`config.mk`:
```
export PLATFORM = sky130hd
export DESIGN_NAME = pipe_stage_reg
export DESIGN_NICKNAME = d
export VERILOG_FILES = /design/src/rtl/pipe_stage_reg.sv
export SDC_FILE = /design/constraint.sdc
export NUM_CORES = 1
export LEC_CHECK = 0
export CORE_MARGIN = 3
export CORE_UTILIZATION = 40
export DETAILED_ROUTE_END_ITERATION = 16
export PLACE_DENSITY = 0.67
export SLEW_MARGIN = 20
export SYNTH_ARGS = -nofsm -noshare
export SYNTH_HDL_FRONTEND = slang
export SYNTH_SLANG_ARGS = --single-unit
export TNS_END_PERCENT = 50
```
`constraint.sdc`:
```
create_clock -name clk -period 2.2 [get_ports clk]
set_input_delay 0.55 -clock clk [delete_from_list [all_inputs] [get_ports clk]]
set_output_delay 0.55 -clock clk [all_outputs]
set_load 0.05 [all_outputs]
```
`src/rtl/pipe_stage_reg.sv`:
```
// Purpose: inter-stage pipeline register, valid/ready handshake, optional 2-entry skid, flush, bubble-masked ctrl.
// Latency: 1 cycle from accept to out_*; 1 entry/cycle sustained with out_ready high in both modes.
// Backpressure: SKID_EN=1 registers in_ready (one in-flight entry lands in skid); SKID_EN=0 in_ready follows out_ready combinationally.
//
// Ports:
//   clk, reset_n          rising-edge clock, async active-low reset
//   flush_i               synchronous squash of every held entry, blocks accept that cycle
//   in_valid/in_ready     upstream handshake; in_ctrl/in_data upstream control bits and payload
//   out_valid/out_ready   downstream handshake; out_ctrl (zero on bubble), out_data (stale on bubble)
//   out_count             number of entries held (0..2)
module pipe_stage_reg #(
   parameter int DATA_W  = 32,
   parameter int CTRL_W  = 4,
   parameter bit SKID_EN = 1'b1
) (
   input  logic              clk,
   input  logic              reset_n,
   input  logic              flush_i,
   input  logic              in_valid,
   output logic              in_ready,
   input  logic [CTRL_W-1:0] in_ctrl,
   input  logic [DATA_W-1:0] in_data,
   output logic              out_valid,
   input  logic              out_ready,
   output logic [CTRL_W-1:0] out_ctrl,
   output logic [DATA_W-1:0] out_data,
   output logic [1:0]        out_count
);

   // Main entry M: always the one presented downstream.
   logic              r_m_vld;
   logic [CTRL_W-1:0] r_m_ctrl;
   logic [DATA_W-1:0] r_m_data;

   logic w_s_vld;
   logic w_accept;
   logic w_consume;

   assign w_accept  = in_valid & in_ready;
   assign w_consume = r_m_vld & out_ready;

   generate
      if (SKID_EN) begin : g_skid
         // Skid entry S catches the one entry accepted in the cycle out_ready drops.
         logic              r_s_vld;
         logic [CTRL_W-1:0] r_s_ctrl;
         logic [DATA_W-1:0] r_s_data;

         // Only flush is combinational here; no out_ready -> in_ready path.
         assign in_ready = ~r_s_vld & ~flush_i;
         assign w_s_vld  = r_s_vld;

         always_ff @(posedge clk or negedge reset_n) begin
            if (!reset_n) begin
               r_m_vld  <= 1'b0;
               r_m_ctrl <= '0;
               r_m_data <= '0;
               r_s_vld  <= 1'b0;
               r_s_ctrl <= '0;
               r_s_data <= '0;
            end else if (flush_i) begin
               r_m_vld <= 1'b0;
               r_s_vld <= 1'b0;
            end else if (r_s_vld) begin
               // Full: in_ready is low, so only a consume can move things (S shifts into M).
               if (w_consume) begin
                  r_m_ctrl <= r_s_ctrl;
                  r_m_data <= r_s_data;
                  r_s_vld  <= 1'b0;
               end
            end else if (w_accept) begin
               if (!r_m_vld || w_consume) begin
                  r_m_vld  <= 1'b1;
                  r_m_ctrl <= in_ctrl;
                  r_m_data <= in_data;
               end else begin
                  r_s_vld  <= 1'b1;
                  r_s_ctrl <= in_ctrl;
                  r_s_data <= in_data;
               end
            end else if (w_consume) begin
               r_m_vld <= 1'b0;
            end
         end
      end else begin : g_noskid
         // A held entry leaving this cycle frees M for a same-cycle accept.
         assign in_ready = (~r_m_vld | out_ready) & ~flush_i;
         assign w_s_vld  = 1'b0;

         always_ff @(posedge clk or negedge reset_n) begin
            if (!reset_n) begin
               r_m_vld  <= 1'b0;
               r_m_ctrl <= '0;
               r_m_data <= '0;
            end else if (flush_i) begin
               r_m_vld <= 1'b0;
            end else if (w_accept) begin
               r_m_vld  <= 1'b1;
               r_m_ctrl <= in_ctrl;
               r_m_data <= in_data;
            end else if (w_consume) begin
               r_m_vld <= 1'b0;
            end
         end
      end
   endgenerate

   assign out_valid = r_m_vld;
   // Control bits must never leak out of a bubble; data may stay stale.
   assign out_ctrl  = r_m_ctrl & {CTRL_W{r_m_vld}};
   assign out_data  = r_m_data;
   assign out_count = {1'b0, r_m_vld} + {1'b0, w_s_vld};

endmodule

```
== Yosys cells after proc, flatten, opt, wreduce, memory -nomap -nowiden ==
Index checks and enable logic that the tools add are counted.

* Flip-flop bits (word level): 74
* Latch bits: 0
* RAM bits: 0
* Bits in read-only memories: 0
* Word-level logic and storage cells: 43
* Memories: 0

* Add/sub/neg operators: 1
* Multiply operators: 0
* Div/mod/pow operators: 0
* $lt $le $gt $ge: 0
* Equality and inequality tests: 3
* Shift operators: 0
* Multiplexer cells: 18
* Bitwise logic cells: 7
* Reductions and logical operators: 8

{| class="wikitable"
|+ Operators by type and width
! operator !! number
|-
| 32-bit two-way mux || 4
|-
| 4-bit two-way mux || 4
|-
| 1-bit two-way mux || 10
|-
| 4-bit AND reduction || 2
|-
| 4-bit bitwise AND || 1
|-
| 2-bit inequality test (second input constant) || 2
|-
| 2-bit nonzero test || 2
|-
| 1-bit bitwise AND || 3
|-
| 3-bit by 2-bit inequality test with 1-bit output (second input constant) || 1
|-
| 1-bit NOT || 3
|-
| 3-bit AND reduction || 1
|-
| 3-bit nonzero test || 1
|-
| 1-bit by 1-bit adder with 2-bit output || 1
|-
| 1-bit logical NOT || 1
|-
| 1-bit logical OR || 1
|}

== Logic depth before layout (Yosys ltp) ==
* Depth in word-level cells: 6
* Gate-level depth with buffers: 6
* Gate-level depth less buffers: 3

== Worst setup path after synthesis ==
Ideal clock, no wire load.

* Path kind: input to register
* Start: in flush_i
* End: reg g_skid.r_s_ctrl[0]
* Library setup time: 0.125 ns
* Arrival: 2.233 ns
* Path slack: -0.158 ns
* Cell stages on the path: 5
* Buffers on the path: 2
* Cells stage by stage: nor2_1 -> and4_1 -> buf_2 -> buf_2 -> mux2_2

* Cells in the longest elaborated chain, start to end: 4

{| class="wikitable"
|+ Ends and longest elaborated chain
! item !! RTL line !! RTL
|-
| start, declared || 18 || <nowiki>input logic flush_i,</nowiki>
|-
| 1-bit NOT (no source line) * || - ||
|-
| 1-bit bitwise AND || 50 || <nowiki>assign in_ready = ~r_s_vld & ~flush_i;</nowiki>
|-
| 1-bit bitwise AND || 39 || <nowiki>assign w_accept = in_valid & in_ready;</nowiki>
|-
| 4-bit AND reduction (no source line) * || - ||
|-
| end signal, assigned || 78 || <nowiki>r_s_ctrl <= in_ctrl;</nowiki>
|-
| end, declared || 46 || <nowiki>logic [CTRL_W-1:0] r_s_ctrl;</nowiki>
|}

Mark *: on every way between the ends. The rest lies on a longest branch, timed or not.
A chain may end at the register's enable or synchronous reset.

== Worst setup path after layout ==
* Start: reg r_m_data[31] (netlist: out_data[31])
* End: out out_data[31]

{| class="wikitable"
|+ RTL lines
! item !! RTL line !! RTL
|-
| start, declared || 33 || <nowiki>logic [DATA_W-1:0] r_m_data;</nowiki>
|-
| start signal, assigned || 68 || <nowiki>r_m_data <= r_s_data;</nowiki>
|-
| start signal, assigned || 75 || <nowiki>r_m_data <= in_data;</nowiki>
|-
| end, declared || 26 || <nowiki>output logic [DATA_W-1:0] out_data,</nowiki>
|}

No word-level cell between the ends.

==> flow_metrics.env <==
export IMPL_status="finished, final reports clean"
export IMPL_grt_ovfl_total=0
export IMPL_root_buffer="clkbuf_8"
export IMPL_start_util=0.417
export IMPL_numCtsBuffers=9
export IMPL_crit_slowest_cell="clkdlybuf4s50_1"
export IMPL_dpl_worst_slack_ns=0.0205
export IMPL_drtIter0Drc=24
export IMPL_clk_latency_ns=0.34
export IMPL_grt_max_degree=30
export IMPL_io_buffers=80
export IMPL_ctsHoldBuffers=0
export IMPL_setup_ws_ns=0.125
export IMPL_cts_resized_gates=0
export IMPL_stdcell_area_mm2=0.00453
export IMPL_min_period_over_period=0.943
export IMPL_synth_top_cell_by_area="dfrtp_1"
export IMPL_die_w_um=96.3
export IMPL_maxSlewHeadroom=0.638
export IMPL_swShare=0.312
export IMPL_intPower_mw=3.38
export IMPL_rows=32
export IMPL_n_antenna_cell=0
export IMPL_hold_ws_ns=0.120
export IMPL_avgSynthCellArea_um2=15.4
export IMPL_grt_pass1_vias=2075
export IMPL_yosys_warnings=0
export IMPL_finalCriticalPeriod_ns=2.08
export IMPL_die_y_um=96.3
export IMPL_crit_type="reg2out"
export IMPL_layout_common_cells="107 x mux2_2, 73 x dfrtp_1, 71 x clkdlybuf4s50_1"
export IMPL_path_delay_family="buffers and inverters"
export IMPL_vias=2016
export IMPL_grt_pass1_wl_um=10200
export IMPL_final_cells=409
export IMPL_crit_chain="clkdlybuf4s50_1"
export IMPL_drcViolationCount=0
export IMPL_p_leak_nw=1.90
export IMPL_netlist_instances=211
export IMPL_max_stage_delay_ns=0.83
export IMPL_place_area_mm2=0.00425
export IMPL_hold_class="in2async"
export IMPL_nFillCells=658
export IMPL_cts_sinks=74
export IMPL_h_tree_depth=3
export IMPL_max_freq_ghz=0.482
export IMPL_cp_required_ns=1.65
export IMPL_final_seq_area_mm2=0.00185
export IMPL_critPathBufInv=1
export IMPL_p_per_area_mw_per_mm2=1080
export IMPL_crit_fanout=2
export IMPL_cap_violations=0
export IMPL_synth_area_mm2=0.00326
export IMPL_die_area_mm2=0.00926
export IMPL_fin_tns_setup_ns=0
export IMPL_power_switching_mw=1.53
export IMPL_worst_pin_slew_ns=0.541
export IMPL_arrival_ns=1.53
export IMPL_seqPwrFrac=0.385
export IMPL_drtAntennaViolNets=0
export IMPL_synth_area_leaders="dfrtp_1 57%, mux2_2 37%, buf_6 1.0%, and2_1 0.77%, buf_2 0.77%"
export IMPL_finalSetupViolations=0
export IMPL_coreArea_mm2=0.00781
export IMPL_wire_per_inst_um=15.4
export IMPL_cts_setup_buffers=0
export IMPL_hold_violations=0
export IMPL_layout_commonest_cell="mux2_2"
export IMPL_ys_types=18
export IMPL_final_nets=344
export IMPL_place_congestion=0.748
export IMPL_combPwrFrac=0.320
export IMPL_power_frac_clock=0.295
export IMPL_drtPass1Iterations=4
export IMPL_cts_buffer_depth=2
export IMPL_drive_gt1_frac=0.482
export IMPL_start_kind="flop"
export IMPL_multi_input_comb_area_mm2=0.00133
export IMPL_dp_cells=393
export IMPL_finalWirelength_um=6290
export IMPL_synth_top_area_frac=0.568
export IMPL_boundaryPins=81
export IMPL_rsz0062_at_grt="no"
export IMPL_syn2layout_area_growth_pct=39.1
export IMPL_hpwl_um=4390
export IMPL_track_usage=0.148
export IMPL_cts_tree="built"
export IMPL_max_vdd_ir_drop_uv=635
export IMPL_ys_seq_area_frac=0.568
export IMPL_cp_end_kind="primary output"
export IMPL_syn_num_nets=253
export IMPL_antenna_found_initial=0
export IMPL_finClkSkew_ns=0.00695
export IMPL_slew_viol_final=0
export IMPL_clk_pin_slew_worst_paths_ns=0.08
export IMPL_viasPerCell=4.93
export IMPL_ys_seq_elements=74
-- layout make-up --
cell class / instances / area share
clock buffer: 12 / 0.0364
clock inverter: 4 / 0.0265
inverter: 1 / 0.000828
multi-input combinational: 124 / 0.294
sequential: 74 / 0.409
tap: 102 / 0.0282
timing repair buffer: 92 / 0.205
-- synth_stat cells, drive strengths merged --
cell,instances
mux2,108
dfrtp,74
buf,8
and2,4
clkbuf,4
a21oi,2
nor2,2
a211oi,1
and4,1
ha,1
inv,1
nand2,1
nand2b,1
nor3b,1
o21ai,1
or2,1
-- worst paths after layout --
check,from,end,slack [ns],cells past startpoint
hold / removal,reset_n,out_data[1],0.12,1
setup reg to reg,out_valid,out_data[24],0.36,4
max in group asynchronous,reset_n,g_skid.r_s_data[10],1.47,2
setup / recovery,out_data[31],out_data[31],0.12,1
min in group clk,out_data[6],out_data[6],0.48,1
hold reg to reg,out_data[6],out_data[6],0.48,1
-- registers in the layout, summed over array words and instances, names as in the netlist --
signal	cells
g_skid.r_s_ctrl	4
g_skid.r_s_data	32
g_skid.r_s_vld	1
out_data	32
out_valid	1
r_m_ctrl	4
-- power groups by stage --
stage	sequential [mW]	clock, mW	combinational (mW)
final	1.89	1.45	1.57
after global routing	1.94	1.54	1.66
after CTS	1.90	1.48	1.59
after detailed placement	1.92	0	1.59
after global placement	1.91	0	1.57
after floorplan	2.44	0	0.500
-- layer usage --
layer,vias up,share of wire,track usage
li1,934,-,-
met1,1022,0.45,0.190
met2,53,0.47,0.229
met3,7,0.062,0.0430
met4,0,0.015,0.0675
met5,-,0,0
-- kinds of logic after synthesis --
family | after synthesis | share of synthesized area
buf+inv | 13 | 0.0238
mux | 108 | 0.373
fa+ha+maj | 1 | 0.00384
compound gates | 4 | 0.0108
simple gates | 11 | 0.0200
flops | 74 | 0.568
-- stage by stage --
step / utilization / total power, mW
floorplan: - / 2.94
global placement: 0.544 / 3.47
detailed placement: 0.544 / 3.51
CTS: 0.581 / 4.97
global route: 0.581 / 5.14
finish: 0.581 / 4.91
Power figures use the tool's default switching activity.
